===== src/rtl/rand_dispenser.sv =====
// rtl/rand_dispenser.sv - PRNG capture buffer serving 128-bit entries as WORD_W mask slices
// Seeds an external PRNG, captures one value every STRIDE advances into a FIFO, serves slices LSB-first.
module rand_dispenser #(
  parameter int WORD_W = 32,
  parameter int DEPTH  = 4,
  parameter int STRIDE = 128
) (
  input  logic              clk,
  input  logic              rst,
  input  logic [127:0]      seed_i,
  input  logic              reseed_i,
  output logic              prng_init_o,
  output logic              prng_en_o,
  output logic [127:0]      prng_seed_o,
  input  logic [127:0]      prng_i,
  output logic              rnd_valid_o,
  input  logic              rnd_ready_i,
  output logic [WORD_W-1:0] rnd_o,
  output logic              seeded_o,
  output logic              underflow_o
);

  localparam int NSLICE = 128 / WORD_W;
  localparam int SIDX_W = (NSLICE > 1) ? $clog2(NSLICE) : 1;
  localparam int PTR_W  = $clog2(DEPTH);
  localparam int OCC_W  = PTR_W + 1;
  localparam int CNT_W  = (STRIDE > 1) ? $clog2(STRIDE) : 1;

  localparam logic [CNT_W-1:0]  CNT_LAST  = CNT_W'(STRIDE - 1);
  localparam logic [SIDX_W-1:0] SIDX_LAST = SIDX_W'(NSLICE - 1);
  localparam logic [OCC_W-1:0]  OCC_FULL  = OCC_W'(DEPTH);

  typedef enum logic [1:0] {
    ST_IDLE,
    ST_SEED,
    ST_SETTLE,
    ST_RUN
  } state_t;

  state_t            state_q, state_d;
  logic [127:0]      seed_q, seed_d;
  logic [CNT_W-1:0]  cnt_q, cnt_d;
  logic [SIDX_W-1:0] sidx_q, sidx_d;
  logic [PTR_W-1:0]  rd_ptr_q, rd_ptr_d;
  logic [PTR_W-1:0]  wr_ptr_q, wr_ptr_d;
  logic [OCC_W-1:0]  occ_q, occ_d;
  logic [127:0]      mem_q [DEPTH];

  logic              is_full_w;
  logic              is_empty_w;
  logic              cnt_last_w;
  logic              xfer_w;
  logic              push_w;
  logic              pop_w;
  logic [127:0]      head_w;
  logic [WORD_W-1:0] slices_w [NSLICE];

  assign is_full_w   = (occ_q == OCC_FULL);
  assign is_empty_w  = (occ_q == '0);
  assign cnt_last_w  = (cnt_q == CNT_LAST);
  assign head_w      = mem_q[rd_ptr_q];
  assign prng_seed_o = seed_q;

  always_comb begin
    for (int i = 0; i < NSLICE; i++) begin
      slices_w[i] = head_w[i*WORD_W +: WORD_W];
    end
  end

  always_comb begin
    state_d     = state_q;
    seed_d      = seed_q;
    cnt_d       = cnt_q;
    sidx_d      = sidx_q;
    rd_ptr_d    = rd_ptr_q;
    wr_ptr_d    = wr_ptr_q;
    occ_d       = occ_q;
    prng_init_o = 1'b0;
    prng_en_o   = 1'b0;
    rnd_valid_o = 1'b0;
    rnd_o       = '0;
    seeded_o    = 1'b0;
    underflow_o = 1'b0;
    xfer_w      = 1'b0;
    push_w      = 1'b0;
    pop_w       = 1'b0;

    case (state_q)
      ST_IDLE: begin
        if (reseed_i) begin
          seed_d  = seed_i;
          state_d = ST_SEED;
        end
      end

      ST_SEED: begin
        prng_init_o = 1'b1;
        state_d     = ST_SETTLE;
      end

      ST_SETTLE: begin
        cnt_d   = '0;
        state_d = ST_RUN;
      end

      ST_RUN: begin
        seeded_o    = 1'b1;
        // Stall the PRNG only when a capture is due and there is nowhere to put it.
        prng_en_o   = !(is_full_w && cnt_last_w);
        rnd_valid_o = !is_empty_w;
        rnd_o       = is_empty_w ? '0 : slices_w[sidx_q];
        underflow_o = rnd_ready_i && is_empty_w;
        xfer_w      = rnd_valid_o && rnd_ready_i;
        push_w      = prng_en_o && cnt_last_w;
        pop_w       = xfer_w && (sidx_q == SIDX_LAST);

        if (prng_en_o) begin
          cnt_d = cnt_last_w ? '0 : cnt_q + CNT_W'(1);
        end
        if (xfer_w) begin
          sidx_d = (sidx_q == SIDX_LAST) ? '0 : sidx_q + SIDX_W'(1);
        end
        if (pop_w) begin
          rd_ptr_d = rd_ptr_q + PTR_W'(1);
        end
        if (push_w) begin
          wr_ptr_d = wr_ptr_q + PTR_W'(1);
        end
        case ({push_w, pop_w})
          2'b10:   occ_d = occ_q + OCC_W'(1);
          2'b01:   occ_d = occ_q - OCC_W'(1);
          default: occ_d = occ_q;
        endcase

        // A reseed discards everything captured under the old seed.
        if (reseed_i) begin
          push_w   = 1'b0;
          seed_d   = seed_i;
          cnt_d    = '0;
          sidx_d   = '0;
          rd_ptr_d = '0;
          wr_ptr_d = '0;
          occ_d    = '0;
          state_d  = ST_SEED;
        end
      end

      default: state_d = ST_IDLE;
    endcase
  end

  always_ff @(posedge clk) begin
    if (rst) begin
      state_q  <= ST_IDLE;
      seed_q   <= '0;
      cnt_q    <= '0;
      sidx_q   <= '0;
      rd_ptr_q <= '0;
      wr_ptr_q <= '0;
      occ_q    <= '0;
    end else begin
      state_q  <= state_d;
      seed_q   <= seed_d;
      cnt_q    <= cnt_d;
      sidx_q   <= sidx_d;
      rd_ptr_q <= rd_ptr_d;
      wr_ptr_q <= wr_ptr_d;
      occ_q    <= occ_d;
    end
  end

  // Storage is never reset; it is only visible through a non-empty head.
  always_ff @(posedge clk) begin
    if (!rst && push_w) begin
      mem_q[wr_ptr_q] <= prng_i;
    end
  end

endmodule


===== config.mk =====
export PLATFORM = sky130hd
export DESIGN_NAME = rand_dispenser
export DESIGN_NICKNAME = d
export VERILOG_FILES = /design/src/rtl/rand_dispenser.sv
export SDC_FILE = /design/constraint.sdc
export NUM_CORES = 1
export LEC_CHECK = 0
export CORE_UTILIZATION = 45
export DETAILED_ROUTE_END_ITERATION = 10
export DONT_BUFFER_PORTS = 1
export GPL_TIMING_DRIVEN = 0
export PLACE_DENSITY_LB_ADDON = 0.25
export SETUP_SLACK_MARGIN = 0.2
export SLEW_MARGIN = 0
export SYNTH_ARGS = -nofsm -noshare
export SYNTH_HDL_FRONTEND = slang
export SYNTH_SLANG_ARGS = --single-unit

===== constraint.sdc =====
create_clock -name clk -period 6.4 [get_ports clk]
set_input_delay 1.28 -clock clk [delete_from_list [all_inputs] [get_ports clk]]
set_output_delay 1.28 -clock clk [all_outputs]
set_load 0.03 [all_outputs]

==> out/summary.txt <==
Status - finished, final reports clean
Final wirelength - 61900 um
Final GP Congestion - 0.808
Routed wire per std cell - 26.7 um
Drt first pass iters - 5
Post-synth ARST share - 0%
DIE WIDTH - 237 um
Switching pwr - 2.49 mW
Post-CTS setup buffer count - 0
Total CTS buffers - 72
PortBufs - 0
Max-cap violation count - 0
DRC viols - 0
Post-route ant nets - 0
Clock slew at reported path FFs - 60 ps
I/O pin cnt - 425
Root buf cell - clkbuf_16
Max transition margin - 17.6%
Multi-input logic area - 6100 um2
Period utilisation layout - 82.2%
Syn avg cell area - 16.8 um2
Post-Synthesis Cells - 1479
Vias in the first global route - 13500
Pin count of the biggest net entering global routing - 54
Final Skew - 19.6 ps
Power Dens Cells - 342 nW/um2
Core area - 54200 um2
Final Slew Violations - 0
Post-synth EDFFs - 512
FF+latch count, synth - 660
CP Class - flop to output pin
Post-layout util - 52.1%
Unrepaired setup endpoints after global routing - false
Setup violators final - 0
# rows - 85
Hold_ws - 501 ps
Part of the power in the clock network - 40.1%
Crit path capture type - output pin
Synth Flop Type - edfxtp_1
Fmax - 0.190 GHz
DP Wirelength - 42500 um
Internal power - 7.19 mW
Clock latency on the worst-skew pair - 610 ps
HP Start - rd_ptr_q[1]$_SDFFE_PP0P_
Clock sinks - 660
Power Total - 9.68 mW
Sw Share - 25.7%
Crit-path max FO - 10
Yosys warning count - 0
Cts repair resizes - 0
Worst min-delay path class - flop to flop
Setup TNS - 0 ps
Die H - 237 um
Initial Util - 45.9%
Comb power frac - 6.0%
Yosys cell types - 51
Sequential fraction of design power - 54.0%
CTS max path bufs - 3
Final nets - 1832
Share of cells above drive strength 1 - 18.1%
Htree depth - 3
Final Hold Viols - 0
Slew @ Worst Pin - 1250 ps
Leak - 8.79 nW
First-pass GRT wire length - 89000 um
Crit path from - state_q[0]$_SDFFE_PP0P_
R2r startpoint - state_q[0]$_SDFFE_PP0P_
Area Overhead vs Synth - 13.5%
Setup crit start kind - flop
GRT overflow - 0
FILL cells - 4415
Peak supply drop - 0.000284 V
FF/Latch Area - 18300 um2
Register area share after synthesis - 73.6%
Tmin final - 5260 ps
Gr usage total - 21.9%
Antenna violations before repair - 9
CTS tree - built
Syn Std Cell Area - 24900 um2
Critical path data required time - 5120 ps
Hold-fix buffer count after cts - 0
Mapped Nets - 1750
Via count - 13100
DR iter-0 viols - 901
Die area - 56300 um2
Critical Path AT - 3980 ps
Vias/cell - 5.66
-- power groups by stage --
| stage | clock network [mW] | logic, mW | registers [mW] |
|---|---|---|---|
| 2_1_floorplan | 0 | 0.433 | 5.24 |
| 3_3_place_gp | 0 | 0.560 | 5.31 |
| 3_5_place_dp | 0 | 0.581 | 5.31 |
| 4_1_cts | 3.98 | 0.583 | 5.22 |
| 5_1_grt | 4.14 | 0.652 | 5.24 |
| 6_report | 3.88 | 0.579 | 5.22 |
-- cells in the mapped netlist (2+ instances only) --
master,n,area [um2]
buf_6,2,22.5
clkbuf_1,30,113
mux2i_1,64,641
nand2_1,268,1010
buf_2,37,185
o21ai_0,7,35.0
and3_1,4,25.0
mux4_2,128,2880
a311oi_1,4,35.0
inv_1,11,41.3
edfxtp_1,512,15400
o311a_1,2,20.0
buf_4,10,75.1
dfxtp_1,148,2960
a21oi_1,137,686
and2_1,3,18.8
a31oi_1,2,12.5
buf_1,11,41.3
nand3_1,6,30.0
o22ai_1,34,213
ha_1,10,125
nor2b_1,3,18.8
nor2_1,13,48.8
nand2b_1,5,31.3
a41oi_1,2,17.5
-- final timing paths --
path,slack [ps],depth (start not counted),to
max,1140,5,rnd_o[28]
min,500,2,flop
min reg2reg,500,2,flop
max reg2reg,2540,6,mem_q[0][14]$_DFFE_PP_
-- worst max-delay path: stages, from the launching register on --
cell,delay [ps]
dfxtp_1,410
ha_1,710
and2_1,540
nand2b_1,400
buf_2,340
o22ai_1,970
-- layer usage --
layer,up-vias,GRT usage (%),wire (um)
li1,5883,-,-
met5,-,0,0
met3,124,8.71,5710
met4,0,11.2,2810
met2,487,37.1,31200
met1,6612,23.8,22200
-- placed cells by master, fill, tap and decap left out, types with 2 or more instances in the layout --
cell        count
clkbuf_1       44
a21oi_1       137
and2_1          3
and3_4          4
clkinv_1       13
o22ai_1        34
nand2b_1        5
clkbuf_8        5
nand3_1         6
diode_2         8
buf_6           2
mux2i_1        64
clkinvlp_4      4
clkinv_8        2
dfxtp_1       148
inv_16          2
nand2_1       268
bufinv_16       2
a41oi_1         2
inv_1          11
nor2b_1         3
mux4_2        128
o311a_1         2
buf_2          37
a31oi_1         2
buf_1          11
o21ai_0         7
nor2_1         13
edfxtp_1      512
ha_1           10
buf_4          10
clkbuf_16      73
buf_16          8
clkinv_2        9
a311oi_1        4
-- kinds of logic (layout without fill, tap and decap cells) --
family / after synthesis / count (layout) / share of synthesized area (%)
compound gates: 202 / 202 / 4.61
fa+ha+maj: 11 / 11 / 0.583
buf+inv: 101 / 235 / 1.92
simple gates: 312 / 312 / 5.05
xor+xnor: 1 / 1 / 0.0352
mux: 192 / 192 / 14.2
flops: 660 / 660 / 73.6
other cells: 0 / 8 / 0
-- final cells by class --
type                       instances  share of cell area [%]
sequential                       660                    64.9
multi-input combinational        718                    21.6
inverter                          11                   0.146
clock inverter                    34                   0.961
clock buffer                      92                    6.90
tap                              696                    3.08
timing repair buffer               8                   0.780
buffer                            90                    1.55
antenna                            8                  0.0709
-- per-stage QoR --
| stage | worst slack [ps] | cell area, um2 | std cells |
|---|---|---|---|
| after floorplan | 1080 | 24900 | 1479 |
| after CTS | 932 | 28200 | 2309 |
| after global placement | -1870 | 25800 | 2175 |
| final | 1140 | 28200 | 2317 |
| after detailed placement | 1590 | 26000 | 2183 |
| after global routing | 868 | 28200 | 2317 |
-- sequential cells by signal, indices dropped and copies added, names as in the netlist, named ones only --
register,cells
occ_q,3
rd_ptr_q,2
sidx_q,2
state_q,2
prng_seed_o,128
wr_ptr_q,2
mem_q,512
cnt_q,7
Power figures use the tool's default switching activity.
